`src/rtl/cmd_pkg.sv`:
```
// ----------------------------------------------------------------------------
// cmd_pkg
//   Shared types and widths for the command dispatcher.
//   - OPC_W / OPR_W : opcode and operand field widths of a 16-bit command
//   - CMD_W         : full command width
//   - disp_state_t  : dispatch FSM states
// ----------------------------------------------------------------------------
package cmd_pkg;

    localparam int OPC_W = 4;
    localparam int OPR_W = 12;
    localparam int CMD_W = OPC_W + OPR_W;

    typedef enum logic [1:0] {
        IDLE    = 2'd0,
        BUSY    = 2'd1,
        SEND    = 2'd2,
        WAIT_TX = 2'd3
    } disp_state_t;

endpackage

```
`src/rtl/cmd_fifo.sv`:
```
// ----------------------------------------------------------------------------
// cmd_fifo
//   Synchronous FIFO, DEPTH x W, with a combinational head output.
//   Ports:
//     clk, rst_n : clock, asynchronous active-low reset (flushes pointers)
//     push, din  : write request and data; a push while full is only taken
//                  if a pop happens in the same cycle
//     pop        : remove the head entry (ignored when empty)
//     dout       : current head entry (combinational)
//     full/empty : occupancy flags
//     cnt        : current occupancy, 0..DEPTH
// ----------------------------------------------------------------------------
module cmd_fifo #(
    parameter int DEPTH = 4,
    parameter int W     = 16
) (
    input  logic                   clk,
    input  logic                   rst_n,
    input  logic                   push,
    input  logic                   pop,
    input  logic [W-1:0]           din,
    output logic [W-1:0]           dout,
    output logic                   full,
    output logic                   empty,
    output logic [$clog2(DEPTH):0] cnt
);

    localparam int          AW       = $clog2(DEPTH);
    localparam logic [AW:0] FULL_CNT = (AW+1)'(DEPTH);

    logic [W-1:0]  mem [DEPTH];
    logic [AW-1:0] wr_ptr;
    logic [AW-1:0] rd_ptr;
    logic          do_push;
    logic          do_pop;

    assign full    = (cnt == FULL_CNT);
    assign empty   = (cnt == '0);
    assign do_pop  = pop && !empty;
    // A simultaneous pop frees the slot the push needs, so full+pop still accepts.
    assign do_push = push && (!full || do_pop);
    assign dout    = mem[rd_ptr];

    // Storage is not reset: a flush only needs the pointers and count cleared.
    always_ff @(posedge clk) begin
        if (do_push) begin
            mem[wr_ptr] <= din;
        end
    end

    // DEPTH is a power of two, so the pointers wrap naturally.
    always_ff @(posedge clk or negedge rst_n) begin
        if (!rst_n) begin
            wr_ptr <= '0;
            rd_ptr <= '0;
            cnt    <= '0;
        end else begin
            if (do_push) wr_ptr <= wr_ptr + 1'b1;
            if (do_pop)  rd_ptr <= rd_ptr + 1'b1;
            case ({do_push, do_pop})
                2'b10:   cnt <= cnt + 1'b1;
                2'b01:   cnt <= cnt - 1'b1;
                default: ;
            endcase
        end
    end

endmodule

```
`src/rtl/cmd_dispatch.sv`:
```
// ----------------------------------------------------------------------------
// cmd_dispatch
//   Buffers 16-bit commands from the UART receiver, issues each one to the
//   executor as opcode/operand, and answers each with an ACK or NAK byte
//   to the UART transmitter.
//   Ports:
//     clk, rst_n          : clock, asynchronous active-low reset
//     cmd_rdy, cmd        : command from receiver (level, held until cleared)
//     clr_cmd_rdy         : tells the receiver its command was taken
//     op_vld, opcode,
//     operand, op_done    : executor handshake
//     trmt, tx_data,
//     tx_done             : transmitter handshake
//     overflow            : sticky, a command was dropped because FIFO was full
//     fifo_cnt            : FIFO occupancy
//     dbg_state           : current dispatch FSM state
//
//   Handshakes: cmd_rdy/clr_cmd_rdy -- every presented command is consumed
//   in the cycle it is seen (queued, or dropped with overflow set when full).
//   op_vld rises with opcode/operand stable and stays high until op_done is
//   seen; op_done is only honoured while op_vld is high. trmt is a one-cycle
//   start pulse; tx_data carries the response from the end of that cycle
//   until the next response; tx_done is only honoured after trmt while the
//   FSM waits for it.
// ----------------------------------------------------------------------------
module cmd_dispatch
    import cmd_pkg::*;
#(
    parameter int          DEPTH      = 4,
    parameter logic [15:0] VALID_MASK = 16'h00FF,
    parameter logic [7:0]  ACK_BYTE   = 8'hA5,
    parameter logic [7:0]  NAK_BYTE   = 8'hEE
) (
    input  logic                   clk,
    input  logic                   rst_n,
    input  logic                   cmd_rdy,
    input  logic [CMD_W-1:0]       cmd,
    output logic                   clr_cmd_rdy,
    output logic                   op_vld,
    output logic [OPC_W-1:0]       opcode,
    output logic [OPR_W-1:0]       operand,
    input  logic                   op_done,
    output logic                   trmt,
    output logic [7:0]             tx_data,
    input  logic                   tx_done,
    output logic                   overflow,
    output logic [$clog2(DEPTH):0] fifo_cnt,
    output disp_state_t            dbg_state
);

    disp_state_t      state;
    disp_state_t      next_state;
    logic [CMD_W-1:0] head;
    logic             fifo_full;
    logic             fifo_empty;
    logic             pop;
    logic             push;
    logic             head_legal;
    logic [7:0]       resp;

    // Ingest: the receiver is always released in the same cycle.
    assign clr_cmd_rdy = cmd_rdy;
    assign pop         = (state == IDLE) && !fifo_empty;
    assign push        = cmd_rdy && (!fifo_full || pop);
    assign head_legal  = VALID_MASK[head[CMD_W-1 -: OPC_W]];

    cmd_fifo #(
        .DEPTH (DEPTH),
        .W     (CMD_W)
    ) u_fifo (
        .clk   (clk),
        .rst_n (rst_n),
        .push  (push),
        .pop   (pop),
        .din   (cmd),
        .dout  (head),
        .full  (fifo_full),
        .empty (fifo_empty),
        .cnt   (fifo_cnt)
    );

    // State register
    always_ff @(posedge clk or negedge rst_n) begin
        if (!rst_n) begin
            state <= IDLE;
        end else begin
            state <= next_state;
        end
    end

    // Next-state and Moore outputs
    always_comb begin
        next_state = state;
        op_vld     = 1'b0;
        trmt       = 1'b0;
        case (state)
            IDLE: begin
                if (!fifo_empty) begin
                    next_state = head_legal ? BUSY : SEND;
                end
            end
            BUSY: begin
                op_vld = 1'b1;
                if (op_done) next_state = SEND;
            end
            SEND: begin
                trmt       = 1'b1;
                next_state = WAIT_TX;
            end
            WAIT_TX: begin
                if (tx_done) next_state = IDLE;
            end
            default: next_state = IDLE;
        endcase
    end

    assign dbg_state = state;

    // Datapath: command fields, pending response, transmit byte, overflow.
    always_ff @(posedge clk or negedge rst_n) begin
        if (!rst_n) begin
            opcode   <= '0;
            operand  <= '0;
            resp     <= '0;
            tx_data  <= '0;
            overflow <= 1'b0;
        end else begin
            if (pop) begin
                opcode  <= head[CMD_W-1 -: OPC_W];
                operand <= head[OPR_W-1:0];
                if (!head_legal) resp <= NAK_BYTE;
            end
            if ((state == BUSY) && op_done) begin
                resp <= ACK_BYTE;
            end
            if (state == SEND) begin
                tx_data <= resp;
            end
            if (cmd_rdy && !push) begin
                overflow <= 1'b1;
            end
        end
    end

endmodule

```
`config.mk`:
```
export PLATFORM = sky130hd
export DESIGN_NAME = cmd_dispatch
export DESIGN_NICKNAME = d
export VERILOG_FILES = /design/src/rtl/cmd_pkg.sv /design/src/rtl/cmd_fifo.sv /design/src/rtl/cmd_dispatch.sv
export SDC_FILE = /design/constraint.sdc
export NUM_CORES = 1
export LEC_CHECK = 0
export ABC_AREA = 1
export CELL_PAD_IN_SITES_DETAIL_PLACEMENT = 0
export CELL_PAD_IN_SITES_GLOBAL_PLACEMENT = 1
export CORE_ASPECT_RATIO = 0.75
export CORE_MARGIN = 2
export CORE_UTILIZATION = 43
export DETAILED_ROUTE_END_ITERATION = 10
export HOLD_SLACK_MARGIN = 0.06
export PLACE_DENSITY = 0.89
export SKIP_CTS_REPAIR_TIMING = 1
export SLEW_MARGIN = 0
export SYNTH_ARGS = -nofsm -noshare
export SYNTH_HDL_FRONTEND = slang
export SYNTH_HIERARCHICAL = 1
export SYNTH_SLANG_ARGS = --single-unit
```
`constraint.sdc`:
```
create_clock -name clk -period 3 [get_ports clk]
set_clock_uncertainty 0.2 [all_clocks]
set_input_delay 0.75 -clock clk [delete_from_list [all_inputs] [get_ports clk]]
set_output_delay 0.75 -clock clk [all_outputs]
set_load 0.005 [all_outputs]
```
==> out/results.env <==
FINISH.NET_COUNT=452
GLOBALPLACE.CONGESTION=0.7622
SYNTHESIS.YOSYS.WARNINGS=6
POWER_PER_CELL_AREA_mW_PER_MM2=1030
CRIT_PATH_TOP_DELAY_CELL='dfrtp_1'
AVGSYNTHCELLAREA_UM2=11.22
FINAL_LAYOUT_SIZE_SUFFIX_GT1_SHARE_PCT=8.019
SWITCHING_SHARE_PCT=36.48
RSZ_0062_RAISED_AFTER_GLOBAL_ROUTING='no'
GRT_MAX_DEGREE=35
COUNT_OF_UNRESOLVED_DRC_VIOLATIONS_AFTER_ROUTING=0
WORST_PIN_SLEW_NS=0.5650
INITIAL_UTILIZATION_PCT=44.79
DETAILEDPLACEMENTHPWL_MM=5.044
CRITICAL-PATH-MAX-STAGE-DELAY_NS=0.43
CLK_PIN_SLEW_NS=0.07
WORST_HOLD_PATH_TYPE='reg2reg'
MAXCAP_VIOLATIONS=0
WORST_HOLD_PATH.NUM_CELLS=2
CLOCK_LATENCY_NS=0.34
HTREEDEPTH=3
DESIGN.DIE.AREA_MM2=0.01039
FINAL_CELL_COUNT_NO_FILL=552
CLOCK_TREE.ROOT_CELL='clkbuf_16'
POSTROUTEWIRELENGTH_MM=7.441
NUM_ANTENNA_CELLS=0
CLOCK_SINKS=96
CLOCK.FMAX_MHz=365.8
FIRST_GLOBAL_VIAS=2299
FIRST_ITER_VIOLATIONS=218
YS_FF_LATCH=96
SETUP_VIOL=0
IO_BUFFER_COUNT=52
P_LEAK_uW=0.002052
SYNTH_SIMPLE_GATE_AREA_SHARE_PCT=15.07
VIAS=2575
GRT_ANTENNA_BEFORE_REPAIR=0
POST-PLACE-CELLS=536
OVERALL_DIE_WIDTH_UM=117.0
RUN_STATUS='finished, final reports clean'
TIMING.REG2REG.SETUP_SLACK_NS=0.27
CRITICAL_PATH.ENDPOINT_TYPE='register'
SYNTH-COMPOUND-AREA-SHARE_PCT=6.440
DIE_H_UM=88.76
POST_SYNTH_FA_HA_MAJ_AREA_FRACTION_PCT=3.827
PATH_CLASS='reg2reg'
VDD.IR_DROP.WORST_mV=0.4961
PIN_COUNT=54
CRIT_CHAIN='nor2_1, nand2_1, inv_1, inv_1, nand2_2, inv_2, inv_1, nand3_2, nand2_4, ha_1, inv_1, fa_1, inv_1, nand2_1, nand4_1, nand2_1'
LARGEST_FAMILY_OF_LOGIC_CELLS_BY_SYNTHESIZED_AREA='simple AND/OR/NAND/NOR gates'
INTPOWER_uW=3266
TIMING.FINAL.CRIT_SHARE_PCT=91.13
SYNTH.NET_COUNT=400
YOSYSSEQAREASHARE_PCT=66.10
ROWS=30
TRITONCTS_CLOCK_TREE='yes'
R2R-START='u_fifo/cnt[0]'
MAX_SLEW_VIOLATION_COUNT=0
COREAREA_MM2=0.009196
VIA_PER_INST=4.665
SYN2LAYOUT_AREA_GROWTH_PCT=21.17
WORSTHOLDENDPOINT='resp[5]'
CP_TOP_FAMILY='simple AND/OR/NAND/NOR gates'
CLKPWRFRAC_PCT=21.5
CRIT_ARRIVAL_NS=2.76
GRT.TOTAL_USAGE_PCT=15.41
DRT_PASS_1_ITERS=4
CELL_WITH_THE_MOST_INSTANCES_ON_THE_WORST_PATH='inv_1'
MIN-DELAY-START='resp[5]'
CRIT_PATH_BUFFERS_INVERTERS=6
ROUTEDWLPERCELL_UM=13.48
REG2REG_TO='u_fifo/cnt[2]'
R2R_CELLS=16
SEQ_POWER_SHARE_PCT=39.8
OVERFLOW=0
SYNTHMUXAREASHARE_PCT=0.5468
ANT_NETS=0
POST_SYNTH_NUM_CELL_TYPES=28
MAPPEDNETLISTAREA_MM2=0.004119
CTS-BUFFERS-INSERTED=9
P_SWITCHING_uW=1876
TIMING_HOLD_VIOLATIONS_FINAL=0
WORST_EP_REQUIRED_TIME_NS=3.03
COMB_POWER_SHARE_PCT=38.7
TIMING.SETUP.TNS_NS=0
TIMING.FINAL.CRIT_PERIOD_NS=2.734
PATH_MAX_FANOUT=19
BUFFERS_FROM_CLOCK_ROOT_TO_SINK_AT_MOST=2
NETLIST_INSTANCES=367
CRITPATHLAUNCHTYPE='register'
WIRE_LENGTH_OF_THE_FIRST_GLOBAL_ROUTING_PASS_MM=11.78
SLEW_MARGIN_REL_PCT=62.33
YOSYS.AREA_SHARE.XOR_XNOR_PCT=0.2126
## cells in the mapped netlist
cell	n	area [µm²]
a21boi_0	1	7.510
a21oi_1	1	5.000
buf_12	3	60.06
buf_2	1	5.000
buf_4	9	67.56
buf_6	6	67.56
conb_1	1	3.750
dfrtp_1	32	800.8
edfxtp_1	64	1922
fa_1	1	20.02
ha_1	11	137.6
inv_1	27	101.4
inv_2	2	7.510
inv_6	1	8.760
mux2_2	2	22.52
nand2_1	81	304.0
nand2_2	2	12.51
nand2_4	1	11.26
nand3_1	10	50.05
nand3_2	1	10.01
nand4_1	1	6.260
nor2_1	56	210.2
nor2_4	1	11.26
nor3_1	1	5.000
o21a_1	1	7.510
o21ai_0	4	20.02
o21ai_1	45	225.2
xnor2_1	1	8.760
## how the worst max path moves through the flow
| stage | from | to | slack (ns) | depth (start not counted) |
|---|---|---|---|---|
| 2_1_floorplan | dbg_state[0] | u_fifo/mem[0][0] | 0.27 | 7 |
| 3_3_place_gp | cmd_rdy | u_fifo/cnt[1] | 0.19 | 8 |
| 3_5_place_dp | cmd_rdy | u_fifo/cnt[1] | 0.16 | 8 |
| 4_1_cts | u_fifo/cnt[0] | u_fifo/cnt[2] | 0.26 | 16 |
| 5_1_grt | u_fifo/cnt[0] | u_fifo/cnt[2] | 0.03 | 16 |
| 6_report | u_fifo/cnt[0] | u_fifo/cnt[2] | 0.27 | 16 |
## power groups by stage
| stage | sequential [µW] | clock (µW) | combinational (µW) |
|---|---|---|---|
| after floorplan | 2020 | 0 | 1430 |
| after detailed placement | 2080 | 0 | 2010 |
| after global routing | 2090 | 1190 | 2260 |
| final | 2050 | 1110 | 1990 |
| after CTS | 2050 | 1130 | 2020 |
| after global placement | 2070 | 0 | 1960 |
## cell usage in the layout, fill, tap and decap left out, types with 2 or more instances in the layout
cell type        instances
nand2_1                 81
edfxtp_1                64
nor2_1                  56
clkdlybuf4s50_1         52
o21ai_1                 45
dfrtp_1                 32
inv_1                   27
ha_1                    11
nand3_1                 10
clkbuf_16                9
buf_4                    5
inv_6                    4
o21ai_0                  4
inv_8                    3
buf_12                   3
nand2_2                  2
inv_2                    2
mux2_2                   2
## state kept, by name (all words and copies together) (netlist names)
| register | cells |
|---|---|
| opcode | 4 |
| overflow | 1 |
| operand | 12 |
| u_fifo/cnt | 3 |
| resp | 3 |
| u_fifo/wr_ptr | 2 |
| u_fifo/rd_ptr | 2 |
| tx_data | 3 |
| dbg_state | 2 |
| u_fifo/mem | 64 |
## logic make-up (layout without fill, tap and decap cells)
kind of cell               after synthesis  in the layout
and+or+nand+nor                        154            154
adders and majority gates               12             12
AOI/OAI and AO/OA                       52             52
DFF                                     96             96
muxes                                    2              2
other                                    1              1
xor gates and xnor gates                 1              1
buffers and inverters                   49            106
## per-layer routing
metal  routed length (µm)  track usage [%]  part of all wire (%)
met5                    0                0                     0
met2                 3184            22.07                    43
met1                 3782            22.98                    51
met3                  452            5.274                   6.1
met4                   22            3.209                  0.30
## worst register-to-register path, stage by stage, from the launching register on
cell and delay [ns]:
dfrtp_1 0.43, nor2_1 0.20, nand2_1 0.15, inv_1 0.10, inv_1 0.05, nand2_2 0.12
inv_2 0.15, inv_1 0.10, nand3_2 0.12, nand2_4 0.12, ha_1 0.17, inv_1 0.06
fa_1 0.38, inv_1 0.07, nand2_1 0.06, nand4_1 0.08, nand2_1 0.06
## final cells by class
type,instances,area (µm²)
clock buffers,9,225.2
well taps,128,160.2
repair buffers,60,618.1
multi-input cells,222,1079
inverters,30,117.6
fillers,784,4205
flip-flops and latches,96,2723
clock inverters,7,68.82
## stage by stage
stage	power, µW	instance area (µm²)	util, %	hold WS [ns]	setup slack [ns]
global route	5540	4991	54.27	0.3061	0.02999
floorplan	3451	4119	-	0.2364	0.2663
CTS	5202	4991	54.27	0.2759	0.2554
finish	5142	4991	54.27	0.2758	0.2662
global placement	4030	4697	51.07	0.2480	0.1929
detailed placement	4087	4697	51.07	0.2586	0.1638
Power figures use the tool's default switching activity.
